**config.mk**
```make
export PLATFORM = sky130hd
export DESIGN_NAME = dmem_arbiter
export DESIGN_NICKNAME = d
export VERILOG_FILES = /design/src/rtl/dmem_arbiter.sv
export SDC_FILE = /design/constraint.sdc
export NUM_CORES = 1
export LEC_CHECK = 0
export BUFFER_PORTS_ARGS = -buffer_cell sky130_fd_sc_hd__buf_2
export CAP_MARGIN = 40
export CORE_UTILIZATION = 32
export CTS_BUF_LIST = sky130_fd_sc_hd__clkbuf_4
export DETAILED_ROUTE_END_ITERATION = 6
export PLACE_DENSITY = 0.86
export SYNTH_ARGS = -nofsm -noshare
export SYNTH_HDL_FRONTEND = slang
export SYNTH_SLANG_ARGS = --single-unit
```
**constraint.sdc**
```tcl
create_clock -name clock -period 1.9 [get_ports clock]
set_input_delay 0.19 -clock clock [delete_from_list [all_inputs] [get_ports clock]]
set_output_delay 0.19 -clock clock [all_outputs]
set_load 0.02 [all_outputs]
```
**src/rtl/dmem_arbiter.sv**
```systemverilog
// Data memory arbiter: shares a single-port synchronous-read memory between the
// CPU load/store path and a debug/loader port. The CPU normally wins. After
// MAX_CPU_WINS consecutive contested CPU grants, the debug port is given a slot.
module dmem_arbiter #(
  parameter int unsigned AW           = 8,
  parameter int unsigned DW           = 16,
  parameter int unsigned MAX_CPU_WINS = 4
) (
  input  logic          clock,
  input  logic          reset,
  input  logic          cpu_req,
  input  logic          cpu_we,
  input  logic [AW-1:0] cpu_addr,
  input  logic [DW-1:0] cpu_wdata,
  output logic          cpu_stall,
  output logic [DW-1:0] cpu_rdata,
  output logic          cpu_rvalid,
  input  logic          dbg_req,
  input  logic          dbg_we,
  input  logic [AW-1:0] dbg_addr,
  input  logic [DW-1:0] dbg_wdata,
  output logic          dbg_gnt,
  output logic [DW-1:0] dbg_rdata,
  output logic          dbg_rvalid,
  output logic [AW-1:0] mem_addr,
  output logic [DW-1:0] mem_wdata,
  output logic          mem_we,
  input  logic [DW-1:0] mem_rdata
);

  typedef enum logic [1:0] {StIdle, StRdCpu, StRdDbg} state_e;

  localparam logic [3:0] MaxWins = 4'(MAX_CPU_WINS);

  state_e     state_q, state_d;
  logic [3:0] wins_q, wins_d;
  logic       cpu_gnt, dbg_win;

  // Grant decision: only in IDLE and never while reset is asserted.
  always_comb begin
    cpu_gnt = 1'b0;
    dbg_win = 1'b0;
    if (!reset && state_q == StIdle) begin
      if (cpu_req && dbg_req) begin
        dbg_win = (wins_q == MaxWins);
        cpu_gnt = !dbg_win;
      end else begin
        cpu_gnt = cpu_req;
        dbg_win = dbg_req;
      end
    end
  end

  // Next state, win counter, memory mux and requester outputs.
  always_comb begin
    state_d    = state_q;
    wins_d     = wins_q;
    mem_addr   = cpu_addr;
    mem_wdata  = '0;
    mem_we     = 1'b0;
    dbg_gnt    = 1'b0;
    cpu_rvalid = 1'b0;
    dbg_rvalid = 1'b0;
    cpu_rdata  = '0;
    dbg_rdata  = '0;

    // Counter tracks only unbroken contention; any idle debug cycle clears it.
    if (!dbg_req || dbg_win) begin
      wins_d = '0;
    end else if (cpu_gnt && wins_q != MaxWins) begin
      wins_d = wins_q + 4'd1;
    end

    if (cpu_gnt) begin
      mem_addr  = cpu_addr;
      mem_wdata = cpu_wdata;
      mem_we    = cpu_we;
    end else if (dbg_win) begin
      mem_addr  = dbg_addr;
      mem_wdata = dbg_wdata;
      mem_we    = dbg_we;
      dbg_gnt   = 1'b1;
    end

    unique case (state_q)
      StIdle: begin
        if (cpu_gnt && !cpu_we) begin
          state_d = StRdCpu;
        end else if (dbg_win && !dbg_we) begin
          state_d = StRdDbg;
        end
      end
      StRdCpu: begin
        cpu_rvalid = !reset;
        state_d    = StIdle;
      end
      StRdDbg: begin
        dbg_rvalid = !reset;
        state_d    = StIdle;
      end
      default: state_d = StIdle;
    endcase

    if (cpu_rvalid) cpu_rdata = mem_rdata;
    if (dbg_rvalid) dbg_rdata = mem_rdata;
  end

  // CPU proceeds only on an issued store or when its load data is returning.
  assign cpu_stall = cpu_req && !((cpu_gnt && cpu_we) || cpu_rvalid);

  // State and win counter registers with synchronous reset.
  always_ff @(posedge clock) begin
    if (reset) begin
      state_q <= StIdle;
      wins_q  <= '0;
    end else begin
      state_q <= state_d;
      wins_q  <= wins_d;
    end
  end

endmodule
```
==> results <==
- The full die area is ~3300 µm².
- In this run, the number of DRC markers left after iteration 0 of detailed routing was 95.
- The die is just under 60 µm wide.
- The number of buffers added by the clock tree synthesis step is 3.
- The dominant synthesized flop cell is dfxtp_1.
- The number of pins with negative max-slew slack in the final report is 0.
- At the end of routability-driven placement, the weighted congestion stood at slightly above 0.8.
- TritonCTS built the clock tree.
- The number of detailed-route iterations in the first pass is 6.
- For this block, the via count after detailed routing is 1,532.
- Once routing completed, OpenROAD measured the worst setup slack at -21.4 ps.
- The cell taking the most area after synthesis is and2_1.
- The maximum VDD drop is about 0.22 mV.
- The routed design could run at a clock period as short as 1920 ps.
- The vias per cell is around 5.
- The commonest cells after synthesis are 39 x nand2_1, 32 x and2_1, 17 x o22ai_1, 8 x mux2_4.
- The final setup violation count is 8.
- The number of hold-repair buffers added at the cts stage is 0.
- The power per cell area is around 320 nW/µm².
- The starting density of the core is a little over a third.
- For this run, the post-layout net count is between 300 and 400.
- For the worst-skew pair, the clock arrives at the later sink with an insertion delay of approximately 240 ps.
- In this run, synthesis produced a sequential element count of 6.
- The worst min-delay path category is in -> reg.
- STA classifies the critical path endpoint as an output pin.
- The first-pass GRT wire length is 5740 µm.
- The async set-reset flop share out of synthesis is 0%.
- In this run, distinct cell masters in the synthesized netlist total 26.
- The startpoint identified for the worst register-to-register timing path is wins_q[0].
- For this run, the total global-route usage over all layers was measured as between 20% and 30%.
- The max-capacitance violation count is 0.
- The root buffer cell is clkbuf_4.
- Entering global routing, the biggest net connects 40 pins.
- The routed design uses roughly 1900 µm of met2 wire.
- The HPWL after detailed placement is approximately 2900 µm.
- CTS built an H-tree with a depth of 1.
- The via count of the first global-routing pass is 1,322.
- Among all cell types in the netlist, the one instantiated most often is nand2_1.
- The share of the synthesized area in the top cell type is about a fifth.
- In the synthesized netlist, the number of instances is about 140.
- The launching element of the worst setup path is wins_q[0].
- Derived from the worst setup path, the maximum achievable clock frequency is 0.520 GHz.
- The floorplan has 19 rows.
- The setup slack of the most critical reg-to-reg path is 520 ps.
- In the final layout, the share of cells above drive strength 1 is between 50% and 60%.
- The worst-path maximum fanout is 5.
- The average instance area after synthesis is just under 7 µm².
- CTS saw 6 sinks.
- The uppermost layer routed is met4.
- The placed instance count is roughly 300.
- For the pin with the worst max-slew slack, the measured transition is around 270 ps.
- The beginning of the worst hold path is dbg_we.
- The worst setup path is launched from a register.
- The worst setup slack after placement is ~5.5 ps.
- The growth of design area from synthesis to finish is 86.2%.
- After detailed routing, the met3 layer carries 402 µm of wire.
- Clock-pin slew was measured on the worst setup and hold paths at about 40 ps.
- The initial antenna violation count is 0.
- The path type of the worst setup path is reg -> out.
- The run finished, with violations left.
- For this design the top-level I/O count stands at ~130.
- The number of nets in the synthesized netlist is approximately 220.
- Setup repair after global routing could not meet its margin everywhere.
- The post-layout instance count excluding filler cells is between 300 and 400.
- The final critical-path share of the clock period is 101%.
- In this run the standard cell core region covers 2850 µm².
- After detailed routing, the average wire length per cell comes to 12.1 µm.
- In this run the vertical extent of the chip is roughly 58 µm.
- No sink is reached through more buffers than the 2 on the longest clock path.
- The checks that failed: DRC, setup timing.
- The count of buffers inserted at the top-level ports is 130.
- The Yosys step of the flow raised 0 warnings.
- The proportion of synthesized chip area in sequential cells is around an eighth.
- The relative slew slack is 81.8%.
- The required time at the worst-slack endpoint is roughly 1700 ps.
- After detailed routing, the number of remaining DRC violations is 10.
- The number of nets still failing antenna checks after routing is 0.
- The count of flip-flops with a built-in enable after synthesis is 0.
- The final worst clock skew is about 1.1 ps.
- The wire length after detailed routing is ~3700 µm.
- The hold violation total from the final report came to 0.
- The routed metal-1 wire length is between 1000 and 1500 µm.
- After synthesis, the cell types taking the most area are and2_1 20%, nand2_1 15%, dfxtp_1 12%.
- For this run the aggregate overflow at the end of global routing stands at 0.
- The netlist area before placement is just under 1000 µm².
- In this run the static leakage power is between 1 and 1.5 nW.
- The data arrival at the endpoint of the critical path is 1730 ps.
- The antenna cell count is 0.
## per-stage QoR
stage / power (mW) / hold WS (ps) / utilization [%] / cell area [µm²] / setup TNS [ps]
2_1_floorplan: 0.307 / 269 / - / 990 / 0
3_3_place_gp: 0.434 / 376 / 59.2 / 1690 / 0
3_5_place_dp: 0.438 / 375 / 59.2 / 1690 / 0
4_1_cts: 0.580 / 123 / 63.9 / 1820 / -314
5_1_grt: 0.622 / 137 / 64.6 / 1840 / -1730
6_report: 0.582 / 126 / 64.6 / 1840 / -100
## logic make-up (layout without fill, tap and decap cells)
family / after synthesis / after routing / synth area share, %
flip-flops: 6 / 6 / 12.1
adder cells (fa/ha/maj): 2 / 2 / 2.53
AO/OA/AOI/OAI: 24 / 25 / 15.8
multiplexers: 8 / 8 / 12.1
AND/OR/NAND/NOR: 89 / 89 / 49.8
buffers and inverters: 14 / 148 / 7.59
## where the power goes
part           leakage [nW]  internal, mW  total, mW  switching [mW]
registers            0.0496         0.129      0.131         0.00264
logic                 0.998         0.160      0.336           0.175
clock network        0.0138        0.0713      0.115          0.0437
total                  1.06         0.360      0.582           0.222
## metal layers
layer,up-vias,track usage (%)
li1,770,-
met5,-,0
met3,6,5.13
met1,658,23.1
met2,98,42.2
met4,0,6.27
## cells in the final DEF (no fill, tap or decap), types with 3 or more instances in the layout
cell type	Yosys	layout
nand2_1	39	39
nand4b_1	3	3
buf_4	0	10
and2_1	32	32
mux2_4	8	8
dfxtp_1	6	4
nand4_1	3	3
o22ai_1	17	17
buf_2	6	122
clkbuf_4	0	3
buf_6	2	9
## critical path, cell delays in order, from the launching register on
cell,delay [ps]
dfxtp_2,330
inv_2,50
ha_4,150
and3b_2,240
o211a_4,280
mux2_4,310
buf_6,130
## worst paths after layout
check	endpoint	depth (start not counted)
max	mem_addr[6]	6
min	state_q[1]	2
max reg2reg	state_q[1]	7
min reg2reg	wins_q[3]	2
## registers in the layout (all words and copies together) (netlist names)
| signal | count |
|---|---|
| state_q | 2 |
| wins_q | 4 |
## layout make-up
class	count	area, µm²
Fill cell	248	1010
Tap cell	31	38.8
Inverter	3	11.3
Timing Repair Buffer	142	807
Sequential cell	6	123
Multi-Input combinational cell	124	841
Clock buffer	3	22.5
## timing repair
action                                 CTS  global route
gates resized for setup                 26             2
setup endpoints to repair               11            25
gates cloned                             1             0
setup buffers                            3             1
pin swaps                                4             1
endpoints found under the hold margin    0             0
(Power assumes the default switching activity.)
